--- config.mk ---
export PLATFORM = sky130hd
export DESIGN_NAME = ifu_pc
export DESIGN_NICKNAME = d
export VERILOG_FILES = /design/src/rtl/cpu_pkg.sv /design/src/rtl/npc_calc.sv /design/src/rtl/ifu_pc.sv
export SDC_FILE = /design/constraint.sdc
export NUM_CORES = 1
export LEC_CHECK = 0
export ABC_AREA = 1
export CORE_MARGIN = 4
export CORE_UTILIZATION = 40
export CTS_BUF_LIST = sky130_fd_sc_hd__clkbuf_2
export CTS_CLUSTER_SIZE = 20
export DETAILED_ROUTE_END_ITERATION = 8
export PLACE_DENSITY_LB_ADDON = 0.12
export SLEW_MARGIN = 20
export SYNTH_ARGS = -nofsm -noshare
export SYNTH_HDL_FRONTEND = slang
export SYNTH_HIERARCHICAL = 1
export SYNTH_SLANG_ARGS = --single-unit
--- constraint.sdc ---
create_clock -name clk -period 5 [get_ports clk]
set_input_delay 1 -clock clk [delete_from_list [all_inputs] [get_ports clk]]
set_output_delay 1 -clock clk [all_outputs]
set_load 0.005 [all_outputs]
--- src/rtl/cpu_pkg.sv ---
// Shared CPU front-end definitions: next-PC select codes, IFU states and
// the default fetch window base.
package cpu_pkg;

    localparam logic [31:0] RESET_PC_DEFAULT = 32'h0000_3000;
    localparam int          ADDR_W_DEFAULT   = 10;

    typedef enum logic [1:0] {
        NPC_SEQ = 2'd0,
        NPC_BR  = 2'd1,
        NPC_JMP = 2'd2,
        NPC_JR  = 2'd3
    } npc_sel_e;

    typedef enum logic {
        ST_RUN  = 1'b0,
        ST_HALT = 1'b1
    } ifu_state_e;

    // Branch displacement: signed word offset converted to a byte offset.
    function automatic logic [31:0] br_offset(input logic [15:0] imm);
        logic signed [31:0] off;
        off = {{14{imm[15]}}, imm, 2'b00};
        return $unsigned(off);
    endfunction

endpackage

--- src/rtl/npc_calc.sv ---
// Combinational next-PC selection plus legality check against the
// instruction memory window.
module npc_calc
    import cpu_pkg::*;
#(
    parameter logic [31:0] RESET_PC = RESET_PC_DEFAULT,
    parameter int          ADDR_W   = ADDR_W_DEFAULT
) (
    input  logic [31:0] i_pc,
    input  logic [1:0]  i_npc_sel,
    input  logic        i_br_taken,
    input  logic [15:0] i_imm16,
    input  logic [25:0] i_imm26,
    input  logic [31:0] i_jr_target,
    output logic [31:0] o_npc,
    output logic        o_npc_bad
);

    localparam logic [31:0] WIN_BYTES = 32'd4 << ADDR_W;

    npc_sel_e    w_sel;
    logic [31:0] w_pc4;
    logic [31:0] w_br_tgt;
    logic [31:0] w_offset;

    assign w_sel    = npc_sel_e'(i_npc_sel);
    assign w_pc4    = i_pc + 32'd4;
    assign w_br_tgt = w_pc4 + br_offset(i_imm16);

    always_comb begin
        o_npc = w_pc4;
        case (w_sel)
            NPC_SEQ: o_npc = w_pc4;
            NPC_BR:  o_npc = i_br_taken ? w_br_tgt : w_pc4;
            NPC_JMP: o_npc = {w_pc4[31:28], i_imm26, 2'b00};
            NPC_JR:  o_npc = i_jr_target;
            default: o_npc = w_pc4;
        endcase
    end

    // Offset wraps modulo 2^32, so one unsigned compare covers both
    // below-base and past-end targets.
    assign w_offset  = o_npc - RESET_PC;
    assign o_npc_bad = (o_npc[1:0] != 2'b00) || (w_offset >= WIN_BYTES);

endmodule

--- src/rtl/ifu_pc.sv ---
// Instruction fetch unit: program counter, IF/ID register and the
// RUN/HALT fetch-fault state machine.
module ifu_pc
    import cpu_pkg::*;
#(
    parameter logic [31:0] RESET_PC = RESET_PC_DEFAULT,
    parameter int          ADDR_W   = ADDR_W_DEFAULT
) (
    input  logic              clk,
    input  logic              reset,
    input  logic              stall,
    input  logic [1:0]        npc_sel,
    input  logic              br_taken,
    input  logic [15:0]       imm16,
    input  logic [25:0]       imm26,
    input  logic [31:0]       jr_target,
    input  logic [31:0]       imem_data,
    output logic [ADDR_W-1:0] addr,
    output logic [31:0]       pc,
    output logic [31:0]       ir,
    output logic [31:0]       ir_pc,
    output logic              ir_valid,
    output logic              fault
);

    ifu_state_e  r_state;
    ifu_state_e  w_state_nxt;
    logic [31:0] r_pc;
    logic [31:0] r_ir;
    logic [31:0] r_ir_pc;
    logic        r_ir_valid;

    logic [31:0] w_npc;
    logic        w_npc_bad;
    logic        w_pc_ld;
    logic        w_ir_ld;
    logic        w_ir_clr;

    npc_calc #(
        .RESET_PC (RESET_PC),
        .ADDR_W   (ADDR_W)
    ) u_npc_calc (
        .i_pc        (r_pc),
        .i_npc_sel   (npc_sel),
        .i_br_taken  (br_taken),
        .i_imm16     (imm16),
        .i_imm26     (imm26),
        .i_jr_target (jr_target),
        .o_npc       (w_npc),
        .o_npc_bad   (w_npc_bad)
    );

    always_ff @(posedge clk) begin
        if (!reset) begin
            r_state <= ST_RUN;
        end else begin
            r_state <= w_state_nxt;
        end
    end

    // An illegal target still latches the current instruction; only the
    // PC update is suppressed, and ir_valid drops one edge later.
    always_comb begin
        w_state_nxt = r_state;
        w_pc_ld     = 1'b0;
        w_ir_ld     = 1'b0;
        w_ir_clr    = 1'b0;
        case (r_state)
            ST_RUN: begin
                if (!stall) begin
                    w_ir_ld = 1'b1;
                    if (w_npc_bad) begin
                        w_state_nxt = ST_HALT;
                    end else begin
                        w_pc_ld = 1'b1;
                    end
                end
            end
            ST_HALT: begin
                w_ir_clr = 1'b1;
            end
            default: begin
                w_state_nxt = ST_RUN;
            end
        endcase
    end

    always_ff @(posedge clk) begin
        if (!reset) begin
            r_pc       <= RESET_PC;
            r_ir       <= 32'd0;
            r_ir_pc    <= 32'd0;
            r_ir_valid <= 1'b0;
        end else begin
            if (w_pc_ld) begin
                r_pc <= w_npc;
            end
            if (w_ir_ld) begin
                r_ir       <= imem_data;
                r_ir_pc    <= r_pc;
                r_ir_valid <= 1'b1;
            end else if (w_ir_clr) begin
                r_ir_valid <= 1'b0;
            end
        end
    end

    // Window base is word aligned, so the word index can be formed from
    // the address bits alone.
    assign addr     = r_pc[ADDR_W+1:2] - RESET_PC[ADDR_W+1:2];
    assign pc       = r_pc;
    assign ir       = r_ir;
    assign ir_pc    = r_ir_pc;
    assign ir_valid = r_ir_valid;
    assign fault    = (r_state == ST_HALT);

endmodule

* After elaboration in Yosys (flattened, before gate mapping)
Index checks and enable logic that the tools add are counted.
** Operators by class
- $add $sub $neg :: 3
- Order comparisons :: 1
- Equality and inequality tests :: 3
- Multiplexer cells :: 13
- Reduce and logical (&&, ||, !) cells :: 4
** Operator list (number)
- $pmux 32 s4 :: 1
- $add 32x3->32 const B :: 1
- $add 32x32->32 :: 1
- $ge 32x13->1 const B :: 1
- $mux 32 :: 1
- $sub 32x14->32 const B :: 1
- $mux 1 :: 11
- $eq 2x2->1 const B :: 2
- $reduce_bool 2->1 :: 2
- $eq 2x1->1 const B :: 1
- $logic_not 2->1 :: 1
- $logic_or 1x1->1 :: 1
** Storage, ports and cells
- Bits in registers :: 98
- Bits of input ports :: 112
- Output and inout port bits :: 108
- Word-level logic and storage cells :: 29

* Longest topological paths before layout
Gate-level depths: netlist of run 1.
- Depth after elaboration :: 10
- Gate-level depth with buffers :: 36
- Gate-level depth less buffers :: 35

* Cells and area by module
The synthesis of run 1 kept the hierarchy.
** By module, submodules not included
- npc_calc :: times used 1, cells an instance 1002, area each 4822.1 um2, sequential area each 0.0 um2
- ifu_pc :: times used 1, cells an instance 502, area each 4076.4 um2, sequential area each 1961.9 um2

* Worst setup path before layout of run 1
OpenSTA, ideal clock, no wires.
- Path kind :: reg-to-reg
- Start :: reg r_pc[2], in the netlist pc[2]
- End :: reg r_pc[4], in the netlist pc[4]
- Library setup time :: 0.115 ns
- Arrival :: 3.884 ns
- Required time :: 4.885 ns
- Slack :: 1.000 ns
- Cell stages (with the launch flop) :: 32
- Path buffers :: 1
- Period minus slack after synthesis :: 4.000 ns
- Cells stage by stage :: dfxtp_1 ha_1 nand2_2 nor2_4 nand2_2 nor2_2 nand2_2 xor2_1 inv_1 ha_1 nand2_1 nor2_1 nand2_1 nor2_1 nand2_1 nand4_1 nand3_1 nand2_1 nand2_1 nand2_1 nand2_2 nor2_2 nand3_2 nand2_1 nand2_1 nor2_1 nand3_1 inv_2 buf_1 nand3_1 nand2_1 nor2_1
** Between the ends
- Longest elaborated chain between the ends :: 10
** RTL lines
- start: declaration :: RTL line ifu_pc.sv:28 : logic [31:0] r_pc;
- start signal: assignment :: RTL line ifu_pc.sv:96 : r_pc <= w_npc;
- $add 32x3->32 * :: RTL line npc_calc.sv:27 : assign w_pc4 = i_pc + 32'd4;
- $add 32x32->32 :: RTL line npc_calc.sv:28 : assign w_br_tgt = w_pc4 + br_offset(i_imm16);
- $mux 32 :: RTL line npc_calc.sv:34 : NPC_BR: o_npc = i_br_taken ? w_br_tgt : w_pc4;
- $pmux 32 s4 * :: RTL line npc_calc.sv:32 : case (w_sel)
- $sub 32x14->32 * :: RTL line npc_calc.sv:43 : assign w_offset = o_npc - RESET_PC;
- $ge 32x13->1 * :: RTL line npc_calc.sv:44 : assign o_npc_bad = (o_npc[1:0] != 2'b00) || (w_offset >= WIN_BYTES);
- $logic_or 1x1->1 * :: RTL line npc_calc.sv:44
- named net w_npc_bad :: RTL line ifu_pc.sv:34 : logic w_npc_bad;
- $mux 1 * :: RTL line ifu_pc.sv:72 : if (w_npc_bad) begin
- $mux 1 * :: RTL line ifu_pc.sv:70 : if (!stall) begin
- $mux 1 * :: RTL line ifu_pc.sv:68 : case (r_state)
The timed path passes the listed nets; every way through them passes the cells marked *.
A chain may end at the register's enable or synchronous reset.

* Final worst setup path of run 1
- Start :: reg r_pc[2], in the netlist pc[2]
- End :: reg r_pc[13], in the netlist pc[13]
The elaborated chain is that of the path after synthesis.

==> run metrics, run 1 <==
outcome finished, final reports clean; Global Route Usage Sum 0.244; max_slew headroom 0.461; Syn Inst Count 1,504; Worst Setup Path Type reg -> reg; most used cell, CP nand2_1; initial antenna violation count 0; dpl hpwl 24.7 mm; pwr/cell area 159 nW/um^2; Psw 0.600 mW; Tightest Pin Transition 808 ps; Tmin final 4600 ps; setup repair after global routing missed its margin no; CTS tree yes; # rows 54; first-pass GRT wire length 48.3 mm; Starting Density 0.408; share of the synthesized area in the top cell type 0.220; Yosys reg bits 98; sequential share of the synthesized area 0.220; Synth Warn # 6; DRC 0; final WL 31.2 mm; Initial DRT Pass Iterations 7; internal power 1.20 mW; Critical Path Source Type flip-flop; Post-CTS Setup Bufs 0; Logic pwr share 0.300; DRT antenna net count 0; multiplexer share of the synthesized area 0; Most used DFF post-synth dfxtp_1; DR WL/cell 15.7 um; Chip Height 157 um; via-per-instance ratio 5.03; Synth area leader dfxtp_1; routability cong. 0.930; Layout Nets 1,850; Switching Fraction 0.334; MaxCap Viol Count 0; Max stage delay cell, worst path dfxtp_1; ys async rst share 0; main combinational cell family by area after synthesis simple AND/OR/NAND/NOR gates; Req. time, crit path 5450 ps; Commonest cells post-synth 411 x nand2_1, 209 x inv_1, 196 x nor2_1, 113 x nand3_1, 98 x dfxtp_1; clock slew at reported path FFs 290 ps; post-route cell area 11,300 um^2; DRT iter0 DRCs 742; number of global-route vias before repair 9,303; largest buffer count on any clock path 2; Inserted Diodes 0; largest net degree at the start of global routing 65; Place WS 333 ps; Setup Skew 28.2 ps; count leader, synth nand2_1; Synth Area in Simple Gates 0.444; HP Class reg -> reg; post-synthesis area per instance 5.92 um^2; CORE AREA 21,800 um^2; Synth cell types 49; Post-DP Area 11,200 um^2; Seq pwr share 0.468; Worst Path Buf+Inv 5; final cycle utilization of the critical path 0.920; Setup-failing EPs final 0; XOR/XNOR Fraction of Synth Area 0.00886; PortBufs 219; Crit path arrival time 5050 ps; Synth Area in Adders 0.0487; Max Freq 217 MHz; setup TNS 0 ps; GRT overflow 0; endpoints failing hold 0; Layout Area Growth over Synthesis 27.1%; clock buffer count from CTS 9; Compound-Gate Fraction of Synth Area 0.127; Post-Syn Area 8900 um^2; slowest cell delay on critical path 390 ps; clk_lat worst skew 570 ps; Vias 10.0k; LEAKAGE 5.40 nW; htree depth 3; crit-path leading delay family simple AND/OR/NAND/NOR gates; CP max FO 46; root buf cell clkbuf_2; I/O pin cnt 220; synthesized net count 1,650; number of synthesized flops with an enable pin 0; Worst Setup End Kind flip-flop; Final Max Slew Viols 0; Clock Sinks 98; ratio of cells with drive above 1 in the final layout 0.105; Clk pwr share 0.232; die area 24,700 um^2; final worst setup slack 399 ps; Synth area leaders dfxtp_1 22%, nand2_1 17%, inv_1 8.8%; Die W 157 um; layout filler cell count 2,322; Peak VDD IR 0.123 mV
==> stage by stage <==
step / total power, mW / hold WS, ps / instances / util
final: 1.80 / 539 / 1989 / 0.518
after CTS: 1.81 / 545 / 1989 / 0.517
after global routing: 1.90 / 550 / 1989 / 0.518
after global placement: 1.39 / 480 / 1973 / 0.512
after detailed placement: 1.39 / 492 / 1973 / 0.512
after floorplan: 1.16 / 469 / 1504 / -
==> what timing repair did <==
item / 4_1_cts / 5_1_grt
gates resized for setup: 0 / 13
setup endpoints to repair: 0 / 33
endpoints found under the hold margin: 0 / 0
hold buffers: 0 / 0
==> per-layer routing <==
| metal | up-vias | track usage | share of wire |
|---|---|---|---|
| met1 | 4514 | 0.347 | 0.46 |
| met4 | 0 | 0.0434 | 0.013 |
| li1 | 5138 | - | - |
| met3 | 27 | 0.0357 | 0.066 |
| met2 | 328 | 0.398 | 0.46 |
| met5 | - | 0 | 0 |
==> cell usage in the layout (no fill, tap or decap), types with 10 or more instances in the layout <==
cell type	netlist	final
a22o_1	13	13
nor2_1	196	196
nor2_4	10	10
nand2_1	411	411
inv_1	209	209
o21ai_1	19	19
nand3b_1	15	15
o21ai_0	82	82
dfxtp_1	98	85
nand3_1	113	113
ha_1	33	33
nand2_2	25	25
nor3_1	13	13
nand4_1	18	18
clkdlybuf4s50_1	0	218
dfxtp_2	0	13
a21oi_1	62	62
nor2_2	70	70
buf_4	14	29
clkbuf_2	0	10
==> final timing paths <==
| check | slack, ps | depth (start not counted) | startpoint | to |
|---|---|---|---|---|
| max reg2reg | 400 | 32 | pc[2]$_SDFFE_PN0P_ | pc[13]$_SDFFE_PN1P_ |
| min reg2reg | 540 | 2 | pc[1]$_SDFFE_PN0P_ | ir_pc[1]$_SDFFE_PN0P_ |
| max | 400 | 32 | pc[2]$_SDFFE_PN0P_ | pc[13]$_SDFFE_PN1P_ |
| min | 540 | 2 | pc[1]$_SDFFE_PN0P_ | ir_pc[1]$_SDFFE_PN0P_ |
==> power by group through the flow <==
| stage | combinational (mW) | clock, mW | sequential [mW] |
|---|---|---|---|
| after detailed placement | 0.536 | 0 | 0.854 |
| after global placement | 0.534 | 0 | 0.853 |
| final | 0.538 | 0.417 | 0.840 |
| after CTS | 0.539 | 0.426 | 0.841 |
| after floorplan | 0.302 | 0 | 0.857 |
| after global routing | 0.597 | 0.459 | 0.846 |
==> worst reg2reg max path, delay by kind of cell (launching register included) <==
kind          cells  cell delay, ps
fa+ha+maj         2             570
buf+inv           5             550
flops             1             390
simple gates     25            2960
==> flip-flops by register name, summed over array words and instances, names as in the netlist <==
register and count:
fault 1, ir 32, ir_pc 32, ir_valid 1, pc 32
==> logic make-up after synthesis <==
family	count (synthesis)
xor gates and xnor gates	9
buffers and inverters	278
AOI/OAI and AO/OA	202
DFF	98
adders and majority gates	34
and+or+nand+nor	883
==> layout make-up <==
cell class	count	area [um^2]	share of cell area
Multi-Input combinational cell	1128	5590	0.495
Timing Repair Buffer	249	2420	0.214
Sequential cell	98	1980	0.175
Inverter	218	835	0.0738
Tap cell	280	350	0.0310
Clock inverter	6	73.8	0.00653
Clock buffer	10	50.0	0.00443
(Power assumes the default switching activity.)
==> run 2, diff against run 1 <==
Settings changed: CAP_MARGIN set to 25, DONT_BUFFER_PORTS set to 1.
==> run metrics, run 2 (synthesis gave the netlist of run 1 again) <==
die area 24,700 um^2 (unchanged); commonest non-fill, non-tap cells in the layout 410 x nand2_1, 209 x inv_1, 191 x nor2_1 (was 411 x nand2_1, 218 x clkdlybuf4s50_1, 209 x inv_1); flop2flop setup slack 320 ps (was 400 ps); largest buffer count on any clock path 2 (unchanged); Max Freq 214 MHz (was 217 MHz); Design Power 1.61 mW (was 1.80 mW); final WL 30.2 mm (was 31.2 mm); # rows 54 (unchanged); Clock Sinks 98 (unchanged); dpl hpwl 23.6 mm (was 24.7 mm); dpl cells 1,747 (was 1,973); Chip Height 157 um (unchanged); Req. time, crit path 5470 ps (was 5450 ps); Worst Setup End Kind flip-flop (unchanged); Tightest Pin Transition 762 ps (was 808 ps); # resized after CTS 0 (unchanged); PortBufs 0 (was 219); CP max FO 32 (was 46); DRT antenna net count 0 (unchanged); routability cong. 0.912 (was 0.930); htree depth 3 (unchanged); hold buffers post-CTS 0 (unchanged); Post-DP Area 8930 um^2 (was 11,200 um^2); LEAKAGE 4.57 nW (was 5.40 nW); clk_lat worst skew 600 ps (was 570 ps); Post-Layout Cell Count 1,765 (was 1,989); Critical Path Source Type flip-flop (unchanged); DR WL met3 2.05 mm (was 2.07 mm); MaxCap Viol Count 0 (unchanged); final cycle utilization of the critical path 0.936 (was 0.920); HP Class in -> reg (was reg -> reg); Starting Density 0.408 (unchanged); Post-CTS Setup Bufs 0 (unchanged); GRT overflow 0 (unchanged); endpoints failing hold 0 (unchanged); WL met1 14.0 mm (was 14.4 mm); Crit path arrival time 5140 ps (was 5050 ps); Layout Area Growth over Synthesis 2.85% (was 27.1%); Max stage delay cell, worst path dfxtp_4 (was dfxtp_1); largest net degree at the start of global routing 99 (was 65); Hold Crit Endpoint pc[12]$_SDFFE_PN1P_ (was ir_pc[1]$_SDFFE_PN0P_); Final Max Slew Viols 0 (unchanged); max_slew headroom 0.492 (was 0.461); reg-to-reg endpoint pc[21]$_SDFFE_PN0P_ (was pc[13]$_SDFFE_PN1P_); hold_sp reset (was pc[1]$_SDFFE_PN0P_); worst reg-to-reg path cell count 31 (was 32); Setup-failing EPs final 0 (unchanged); Global Route Usage Sum 0.233 (was 0.244); Setup Skew 75.1 ps (was 28.2 ps); Worst R2R Start pc[2]$_SDFFE_PN0P_ (unchanged); DR WL/cell 17.1 um (was 15.7 um); clock buffer count from CTS 9 (unchanged); pwr/cell area 176 nW/um^2 (was 159 nW/um^2); CORE AREA 21,800 um^2 (unchanged); Peak VDD IR 0.138 mV (was 0.123 mV); root buf cell clkbuf_2 (unchanged); worst hold stages 1 (was 2); most used cell, CP nand2_1 (unchanged); setup TNS 0 ps (unchanged); ratio of cells with drive above 1 in the final layout 0.121 (was 0.105); via-per-instance ratio 5.21 (was 5.03); DRT iter0 DRCs 642 (was 742); Layout Nets 1,625 (was 1,850); Worst Setup Path Type reg -> reg (unchanged); initial antenna violation count 2 (was 0); DRC 0 (unchanged); I/O pin cnt 220 (unchanged); Max Used Layer met5 (was met4); number of global-route vias before repair 8,450 (was 9,303); slowest cell delay on critical path 440 ps (was 390 ps); CTS tree yes (unchanged); Final Hold Slack 501 ps (was 539 ps); Tmin final 4680 ps (was 4600 ps); most common cell after layout, fill and taps aside nand2_1 (unchanged); clock slew at reported path FFs 340 ps (was 290 ps); post-route cell area 9150 um^2 (was 11,300 um^2); outcome finished, final reports clean (unchanged); Die W 157 um (unchanged); routed wl met2 13.7 mm (was 14.3 mm); first-pass GRT wire length 45.7 mm (was 48.3 mm); Initial DRT Pass Iterations 5 (was 7); Vias 9,197 (was 10.0k)
==> run 2: cell count changes in the layout (fill, tap and decap cells not counted), sizes merged <==
cell,before,now
clkdlybuf4s50,218,0
clkinvlp,2,0
clkinv,4,5
diode,0,1
buf,31,23
inv,217,219
==> run 2: critical path: cells and delay by family, from the launching register on <==
| family | cells | cell delay (ps) |
|---|---|---|
| AND/OR/NAND/NOR | 25 | 2730 |
| adder cells (fa/ha/maj) | 2 | 670 |
| buffers and inverters | 3 | 460 |
| flip-flops | 1 | 440 |
| XOR/XNOR | 1 | 230 |
==> run 2: layout make-up <==
type / instances / area [um^2]
Antenna cell: 1 / 2.50
Timing Repair Buffer: 24 / 210
Clock buffer: 9 / 45.0
Clock inverter: 7 / 81.3
Multi-Input combinational cell: 1128 / 5660
Inverter: 218 / 835
Fill cell: 2479 / 12700
Tap cell: 280 / 350
Sequential cell: 98 / 1970
==> run 2: stage by stage <==
stage,setup slack [ps],utilization
after floorplan,1000,-
after global placement,78.8,0.409
after detailed placement,166,0.409
after CTS,33.3,0.415
after global routing,-21.4,0.419
final,321,0.419
==> run 2: per-layer routing <==
metal,GRT usage,vias to the layer above
met5,0,-
met4,0.0369,2
met3,0.0421,28
met2,0.377,307
met1,0.332,4177
li1,-,4683
==> run 2: worst max-delay path by stage <==
stage	startpoint	endpoint	slack, ps	cells after the start
global placement	pc[2]$_SDFFE_PN0P_	pc[12]$_SDFFE_PN1P_	80	30
CTS	pc[2]$_SDFFE_PN0P_	pc[20]$_SDFFE_PN0P_	30	30
global route	pc[2]$_SDFFE_PN0P_	pc[19]$_SDFFE_PN0P_	-20	31
detailed placement	pc[2]$_SDFFE_PN0P_	pc[12]$_SDFFE_PN1P_	170	30
floorplan	pc[2]$_SDFFE_PN0P_	pc[4]$_SDFFE_PN0P_	1000	31
finish	pc[2]$_SDFFE_PN0P_	pc[21]$_SDFFE_PN0P_	320	31
==> run 2: power by group <==
part           switching [mW]  leakage (nW)  internal, mW
registers              0.0298         0.807         0.822
clock network           0.294        0.0796         0.127
logic                   0.231          3.68         0.111
